### config.mk
export PLATFORM = sky130hd
export DESIGN_NAME = inst_dispatch
export DESIGN_NICKNAME = d
export VERILOG_FILES = /design/src/rtl/coh_defs.sv /design/src/rtl/inst_dispatch.sv
export SDC_FILE = /design/constraint.sdc
export NUM_CORES = 1
export LEC_CHECK = 0
export ABC_CLOCK_PERIOD_IN_PS = 2990
export CORE_AREA = 2 2 56 69
export DETAILED_ROUTE_END_ITERATION = 16
export DIE_AREA = 0 0 58 71
export PLACE_DENSITY = 0.82
export SLEW_MARGIN = 40
export SYNTH_ARGS = -nofsm -noshare
export SYNTH_HDL_FRONTEND = slang
export SYNTH_SLANG_ARGS = --single-unit
### constraint.sdc
create_clock -name clock -period 2.99 [get_ports clock]
set_clock_uncertainty 0.2 [all_clocks]
set_input_delay 0.299 -clock clock [delete_from_list [all_inputs] [get_ports clock]]
set_output_delay 0.299 -clock clock [all_outputs]
set_load 0.01 [all_outputs]
### src/rtl/coh_defs.sv
// Shared encodings for the snooping-coherence instruction path.
package coh_defs;

  typedef enum logic [1:0] {
    PROC_P0   = 2'b00,
    PROC_P1   = 2'b01,
    PROC_P2   = 2'b10,
    PROC_NONE = 2'b11
  } proc_e;

  localparam logic [1:0] OP_READ  = 2'b00;
  localparam logic [1:0] OP_WRITE = 2'b01;

  typedef enum logic [2:0] {
    S_IDLE,
    S_REQ,
    S_FETCH,
    S_ISSUE,
    S_WAIT,
    S_HALT
  } state_e;

  localparam logic [1:0] IDLE_OPCODE = '1;
  localparam logic [3:0] IDLE_TAG    = '1;
  localparam logic [7:0] IDLE_DATA   = '1;

  function automatic logic op_legal(input logic [1:0] op);
    return (op == OP_READ) || (op == OP_WRITE);
  endfunction

endpackage

### src/rtl/inst_dispatch.sv
// Pulls instructions one at a time, issues them to P0/P1/P2 and waits for the
// target's done; flags illegal opcodes, timeouts and end-of-program.
module inst_dispatch
  import coh_defs::*;
#(
  parameter int unsigned TIMEOUT = 64,
  parameter int unsigned CNT_W   = 8
) (
  input  logic             clock,
  input  logic             reset,
  input  logic             run,
  input  logic [1:0]       proc,
  input  logic [1:0]       opcode,
  input  logic [3:0]       tag,
  input  logic [7:0]       data,
  input  logic             done_p0,
  input  logic             done_p1,
  input  logic             done_p2,
  output logic             send,
  output logic [2:0]       start,
  output logic [1:0]       cpu_opcode,
  output logic [3:0]       cpu_tag,
  output logic [7:0]       cpu_data,
  output logic             busy,
  output logic             halted,
  output logic             err_opcode,
  output logic             err_timeout,
  output logic [CNT_W-1:0] retired
);

  localparam int unsigned WCNT_W = (TIMEOUT > 1) ? $clog2(TIMEOUT) : 1;
  localparam logic [WCNT_W-1:0] WCNT_LAST = WCNT_W'(TIMEOUT - 1);

  state_e            r_state;
  state_e            w_next;
  proc_e             r_target;
  logic [WCNT_W-1:0] r_wcnt;
  logic              w_done;
  logic              w_last;
  logic              w_legal;

  // Only the latched target's done line is ever observed.
  always_comb begin
    w_done = 1'b0;
    unique case (r_target)
      PROC_P0: w_done = done_p0;
      PROC_P1: w_done = done_p1;
      PROC_P2: w_done = done_p2;
      default: w_done = 1'b0;
    endcase
  end

  assign w_last  = (r_wcnt == WCNT_LAST);
  assign w_legal = op_legal(opcode);

  always_ff @(posedge clock or negedge reset) begin
    if (!reset) r_state <= S_IDLE;
    else        r_state <= w_next;
  end

  always_comb begin
    w_next = r_state;
    unique case (r_state)
      S_IDLE:  if (run) w_next = S_REQ;
      S_REQ:   w_next = S_FETCH;
      S_FETCH: begin
        if (proc == PROC_NONE) w_next = S_HALT;
        else if (!w_legal)     w_next = S_REQ;
        else                   w_next = S_ISSUE;
      end
      S_ISSUE: w_next = S_WAIT;
      S_WAIT:  if (w_done || w_last) w_next = run ? S_REQ : S_IDLE;
      S_HALT:  w_next = S_HALT;
      default: w_next = S_IDLE;
    endcase
  end

  always_comb begin
    send   = (r_state == S_REQ);
    busy   = (r_state != S_IDLE) && (r_state != S_HALT);
    halted = (r_state == S_HALT);
    start  = '0;
    if (r_state == S_ISSUE) begin
      unique case (r_target)
        PROC_P0: start = 3'b001;
        PROC_P1: start = 3'b010;
        PROC_P2: start = 3'b100;
        default: start = '0;
      endcase
    end
  end

  always_ff @(posedge clock or negedge reset) begin
    if (!reset) begin
      cpu_opcode <= IDLE_OPCODE;
      cpu_tag    <= IDLE_TAG;
      cpu_data   <= IDLE_DATA;
      r_target   <= PROC_NONE;
    end else if (r_state == S_FETCH && w_next == S_ISSUE) begin
      cpu_opcode <= opcode;
      cpu_tag    <= tag;
      cpu_data   <= data;
      r_target   <= proc_e'(proc);
    end
  end

  always_ff @(posedge clock or negedge reset) begin
    if (!reset) begin
      r_wcnt <= '0;
    end else if (r_state == S_ISSUE) begin
      r_wcnt <= '0;
    end else if (r_state == S_WAIT && !w_last) begin
      r_wcnt <= r_wcnt + WCNT_W'(1);
    end
  end

  always_ff @(posedge clock or negedge reset) begin
    if (!reset) begin
      err_opcode  <= 1'b0;
      err_timeout <= 1'b0;
      retired     <= '0;
    end else begin
      if (r_state == S_FETCH && proc != PROC_NONE && !w_legal)
        err_opcode <= 1'b1;
      if (r_state == S_WAIT) begin
        if (w_done)      retired     <= retired + CNT_W'(1);
        else if (w_last) err_timeout <= 1'b1;
      end
    end
  end

endmodule

== Word level (Yosys, flattened, before mapping) ==
Cells that the tools add are included.

* Bitwise operators: 1
* Reductions and logical operators: 16
* Multiplexer cells: 11
* $add $sub $neg: 2
* Eq/ne operators: 13

{| class="wikitable"
|+ Operators with widths
! cell !! number
|-
| $pmux 3 s6 || 1
|-
| $mux 3 || 4
|-
| $mux 6 || 2
|-
| $eq 3x2->1 const B || 3
|-
| $pmux 3 s3 || 1
|-
| $add 8x1->8 const B || 1
|-
| $add 6x1->6 const B || 1
|-
| $eq 3x3->1 const B || 2
|-
| $eq 6x6->1 const B || 1
|-
| $logic_and 1x1->1 || 5
|-
| $eq 2x1->1 const B || 2
|-
| $eq 2x2->1 const B || 2
|-
| $logic_not 2->1 || 2
|-
| $eq 3x1->1 const B || 1
|-
| $logic_not 3->1 || 1
|-
| $ne 3x3->1 const B || 1
|-
| $pmux 1 s3 || 1
|-
| $reduce_and 3->1 || 1
|-
| $reduce_bool 3->1 || 1
|-
| $logic_not 1->1 || 2
|-
| $logic_or 1x1->1 || 2
|-
| $mux 2 || 1
|-
| $ne 2x2->1 const B || 1
|-
| $reduce_and 2->1 || 1
|-
| 3 further kinds || 3
|}

* Register bits after elaboration: 35
* Output and inout port bits: 30
* Input port bits: 22

== Logic depth before layout (Yosys ltp) ==
* Depth in word-level cells: 7
* Gate-level depth with buffers: 6
* Mapped depth without buffers: 5

== Worst setup path before layout ==
No wires, ideal clock.

* Kind: register -> register
* Start point: register r_target[0]
* End point: register retired[1]
* Data required time: 2665 ps
* Setup slack: 1189 ps
* Arrival: 1477 ps
* Stages on the path, launching flop included: 6
* Buffers on the path: 1
* Cell sequence: dfstp_2 mux2i_1 o21a_1 buf_2 nand2b_1 mux2_2

* Longest elaborated chain between the ends: 3
* Elaborated cells between the ends (all ways): 5

{| class="wikitable"
|+ Ends and longest elaborated chain
! what !! RTL line !! source
|-
| start: declaration || inst_dispatch.sv:36 || <nowiki>proc_e r_target;</nowiki>
|-
| start signal: assignment || inst_dispatch.sv:103 || <nowiki>r_target <= proc_e'(proc);</nowiki>
|-
| $eq 2x2->1 (tied with other cells) || inst_dispatch.sv:45 || <nowiki>unique case (r_target)</nowiki>
|-
| $pmux 1 s3 * || inst_dispatch.sv:45 ||
|-
| $reduce_and 2->1 (no line) * || - ||
|-
| end signal: assignment || inst_dispatch.sv:126 || <nowiki>if (w_done) retired <= retired + CNT_W'(1);</nowiki>
|-
| end: declaration || inst_dispatch.sv:28 || <nowiki>output logic [CNT_W-1:0] retired</nowiki>
|}

Every way passes the cells marked *; elsewhere a longest branch is shown, timed or not.
A chain may end at the register's enable or synchronous reset.

== Worst setup path after layout ==
* Start point: register r_state[2]
* End point: output port start[1]

* Longest elaborated chain between the ends: 2

{| class="wikitable"
|+ Ends and longest elaborated chain
! what !! RTL line !! source
|-
| start: declaration || inst_dispatch.sv:34 || <nowiki>state_e r_state;</nowiki>
|-
| start signal: assignment || inst_dispatch.sv:58 || <nowiki>else r_state <= w_next;</nowiki>
|-
| $eq 3x2->1 || inst_dispatch.sv:83 || <nowiki>if (r_state == S_ISSUE) begin</nowiki>
|-
| $mux 3 || inst_dispatch.sv:83 ||
|-
| end: declaration || inst_dispatch.sv:20 || <nowiki>output logic [2:0] start,</nowiki>
|}

No other way between the ends.

==> run_results.csv <==
group,metric,value,unit
routing,wirelength,3660,um
yosys,avgSynthCellArea,12.1,sq um
worst_setup_path,critical_path.max_stage_delay,590,ps
min_path,min_path_type,"in -> async",
clock_tree,clk_path_buf_depth,2,
grt,grt_pass1_wl,6240,um
grt,grt_pass1_vias,1318,
final_layout,multi_input_area,704,sq um
clock_tree,post_cts.resized_instances,0,
clock_tree,cts.sink_count,35,
clock_tree,clock-root-buffer,"sky130_fd_sc_hd__clkbuf_8",
grt,gr-total-overflow,0,
yosys,netlist.area_leader.share,28.9,%
grt,number_of_antenna_violations_at_the_first_check_in_global_routing,0,
placed_design,dp.cells,222,
floorplanning,initial_utilization,47.2,%
routing,post-route-drc-count,0,
worst_setup_path,crit_family,"simple AND/OR/NAND/NOR gates",
grt,track_usage,20.2,%
yosys,synth_async_sr_flop_share,100,%
worst_setup_path,worst-setup-path-type,"reg -> out",
worst_setup_path,cp_data_arrival_time,1970,ps
floorplanning,row_count,24,
yosys,synth.top_cells.by_area,"sky130_fd_sc_hd__dfrtp_1, sky130_fd_sc_hd__dfstp_2, sky130_fd_sc_hd__mux2_2",
yosys,post-synth-top-area-cell,"sky130_fd_sc_hd__dfrtp_1",
floorplanning,core_area,3480,sq um
sta,report.final.setup_viol,0,
routing,drt-vias-per-instance,5.47,
clock_tree,hold_buffers,0,
clock_tree,htree_num_levels,2,
routing,firstDrtPassIters,4,
routing,drt_first_iter_violations,35,
power_and_ir_drop,power_density,943,nW/um^2
sta,hold_viol_final,0,
yosys,synthesized_flop_and_latch_total,35,
yosys,synth.yosys.seq_area_share,54.5,%
clock_tree,clk_transition_reported_paths,70,ps
outcome,run_status,"complete, no violations",
yosys,syn_area,1640,sq um
final_layout,seq_area,896,sq um
sta,rsz0062_at_grt,"false",
routing,residual_antenna_violating_net_count_after_detailed_routing,0,
final_layout,layout.cells.non_filler,230,
placed_design,gp_congestion,0.759,
final_layout,post_route_cells_drive_above_1_share,23.0,%
floorplanning,die_x,58,um
sta,timing.max_slew.rel_slack,60.0,%
sta,final_max_tran_viols,0,
worst_setup_path,crit_path_cell_trace,"and2b_1, nand2_1, nor3b_1, clkdlybuf4s50_1",
floorplanning,io_pins,52,
final_layout,fillerInstances,284,
power_and_ir_drop,total_power,2.16,mW
clock_tree,numCtsBuffers,5,
sta,layout_worst_path_cycle_share,82.5,%
yosys,synth_warnings,0,
final_layout,final_net_count,214,
worst_setup_path,critPathRequiredTime,2490,ps
clock_tree,post_cts.repair.setup_buffers,0,
worst_setup_path,timing.critical_path.buf_inv,1,
power_and_ir_drop,power.static_leakage,0.945,nW
sta,tightest_slew,599,ps
placed_design,numPortBuffers,51,
routing,wl_per_cell,15.9,um
worst_setup_path,critPathSlowestCell,"sky130_fd_sc_hd__clkdlybuf4s50_1",
sta,finalCriticalPeriod,2470,ps
yosys,synth.net_count,160,
yosys,netlist_instances,136,
job,drv_cap,0,
clock_tree,tritoncts,"built",
placed_design,post_dp_hpwl,2710,um
sta,setup_tns,0,ps
final_layout,antenna_cells,0,
final_layout,syn_to_final_growth,39.1,%
sta,fmax,406,MHz
floorplanning,design.die.area,4120,sq um
floorplanning,die-height,71,um
power_and_ir_drop,worst_ir_drop_vdd,0.640,mV
yosys,synth-main-ff-cell,"sky130_fd_sc_hd__dfrtp_1",
clock_tree,worst_skew_pair.late_latency,290,ps
yosys,yosys.cell_types.count,38,
grt,grt_start_max_net_pins,36,
routing,vias,1259,
worst_setup_path,cp-start-kind,"flop",
worst_setup_path,worstSetupEndpointType,"output port",
yosys,number_of_enable_type_register_cells_in_the_synthesized_netlist,0,
worst_setup_path,worst-path-max-fanout,8,
## layout make-up
class                           count  area share (%)
Tap cell                           39            2.13
Timing Repair Buffer               52            22.6
Sequential cell                    35            39.2
Multi-Input combinational cell     94            30.8
Clock buffer                        7            4.70
Inverter                            2           0.328
Clock inverter                      1           0.219
## placed cells by master (no fill, tap or decap), types with 2 or more instances in the layout
cell and n:
sky130_fd_sc_hd__mux2_2 16, sky130_fd_sc_hd__clkbuf_8 6, sky130_fd_sc_hd__nor2_1 9, sky130_fd_sc_hd__ha_1 2, sky130_fd_sc_hd__nand2_1 9, sky130_fd_sc_hd__a21oi_1 4
sky130_fd_sc_hd__dfstp_2 16, sky130_fd_sc_hd__mux2i_1 4, sky130_fd_sc_hd__xor2_1 6, sky130_fd_sc_hd__and2_1 3, sky130_fd_sc_hd__o21a_1 2, sky130_fd_sc_hd__dfrtp_1 19
sky130_fd_sc_hd__nor3_1 6, sky130_fd_sc_hd__nor3b_1 3, sky130_fd_sc_hd__nand4_1 3, sky130_fd_sc_hd__and3_1 3, sky130_fd_sc_hd__a31oi_1 2, sky130_fd_sc_hd__inv_1 2
sky130_fd_sc_hd__nand3_1 3, sky130_fd_sc_hd__clkdlybuf4s50_1 51, sky130_fd_sc_hd__nor2b_1 2, sky130_fd_sc_hd__xnor2_1 2
## state kept, by name, summed over array words and instances, names as in the netlist
| name | count |
|---|---|
| cpu_data | 8 |
| retired | 8 |
| r_wcnt | 6 |
| cpu_tag | 4 |
| r_state | 3 |
| cpu_opcode | 2 |
| r_target | 2 |
| err_opcode | 1 |
| err_timeout | 1 |
## report_power, final
part	switching (mW)	internal, mW
sequential	0.177	0.721
combinational	0.354	0.497
clock	0.173	0.236
total	0.703	1.45
## per-stage QoR
stage | setup WS, ps | area, sq um | hold slack (ps) | util [%]
floorplan | 1190 | 1640 | -197 | -
global placement | 820 | 2170 | 247 | 62.4
detailed placement | 733 | 2170 | 251 | 62.4
CTS | 501 | 2290 | 223 | 65.7
global route | 374 | 2290 | 259 | 65.7
finish | 524 | 2290 | 220 | 65.7
## cells by family (layout without fill, tap and decap cells)
| logic type | count (synthesis) | count (layout) | synth area share (%) |
|---|---|---|---|
| xor gates and xnor gates | 8 | 8 | 4.26 |
| AOI/OAI and AO/OA | 15 | 15 | 6.93 |
| DFF | 35 | 35 | 54.5 |
| muxes | 20 | 20 | 13.4 |
| and+or+nand+nor | 49 | 49 | 16.7 |
| adders and majority gates | 2 | 2 | 1.52 |
| buffers and inverters | 7 | 62 | 2.66 |
## cells in the mapped netlist (2+ instances only)
master,count
sky130_fd_sc_hd__dfrtp_1,19
sky130_fd_sc_hd__dfstp_2,16
sky130_fd_sc_hd__mux2_2,16
sky130_fd_sc_hd__nand2_1,9
sky130_fd_sc_hd__nor2_1,9
sky130_fd_sc_hd__nor3_1,6
sky130_fd_sc_hd__xor2_1,6
sky130_fd_sc_hd__a21oi_1,4
sky130_fd_sc_hd__mux2i_1,4
sky130_fd_sc_hd__and2_1,3
sky130_fd_sc_hd__and3_1,3
sky130_fd_sc_hd__nand3_1,3
sky130_fd_sc_hd__nand4_1,3
sky130_fd_sc_hd__nor3b_1,3
sky130_fd_sc_hd__a31oi_1,2
sky130_fd_sc_hd__buf_2,2
sky130_fd_sc_hd__buf_6,2
sky130_fd_sc_hd__ha_1,2
sky130_fd_sc_hd__inv_1,2
sky130_fd_sc_hd__nor2b_1,2
sky130_fd_sc_hd__o21a_1,2
sky130_fd_sc_hd__xnor2_1,2
## final timing paths
| kind | start | to | slack [ps] | cells past startpoint |
|---|---|---|---|---|
| worst max-delay path | r_state[2] | start[1] | 520 | 4 |
| worst max register to register | r_target[0] | retired[1] | 990 | 4 |
| max in group asynchronous | reset | r_target[0] | 2030 | 2 |
| min in group clock | err_timeout | err_timeout | 260 | 1 |
| worst min register to register | err_timeout | err_timeout | 260 | 1 |
| worst min-delay path | reset | r_state[1] | 220 | 2 |
## routing by layer
layer  track usage [%]  part of all wire (%)  up-vias  routed length (um)
met3              5.67                   4.5       11                 164
met5                 0                     0        -                   0
li1                  -                     -      589                   -
met2              34.5                    54       43                1980
met1              23.3                    39      616                1420
met4              9.04                   2.6        0                  96
Power figures use the tool's default switching activity.
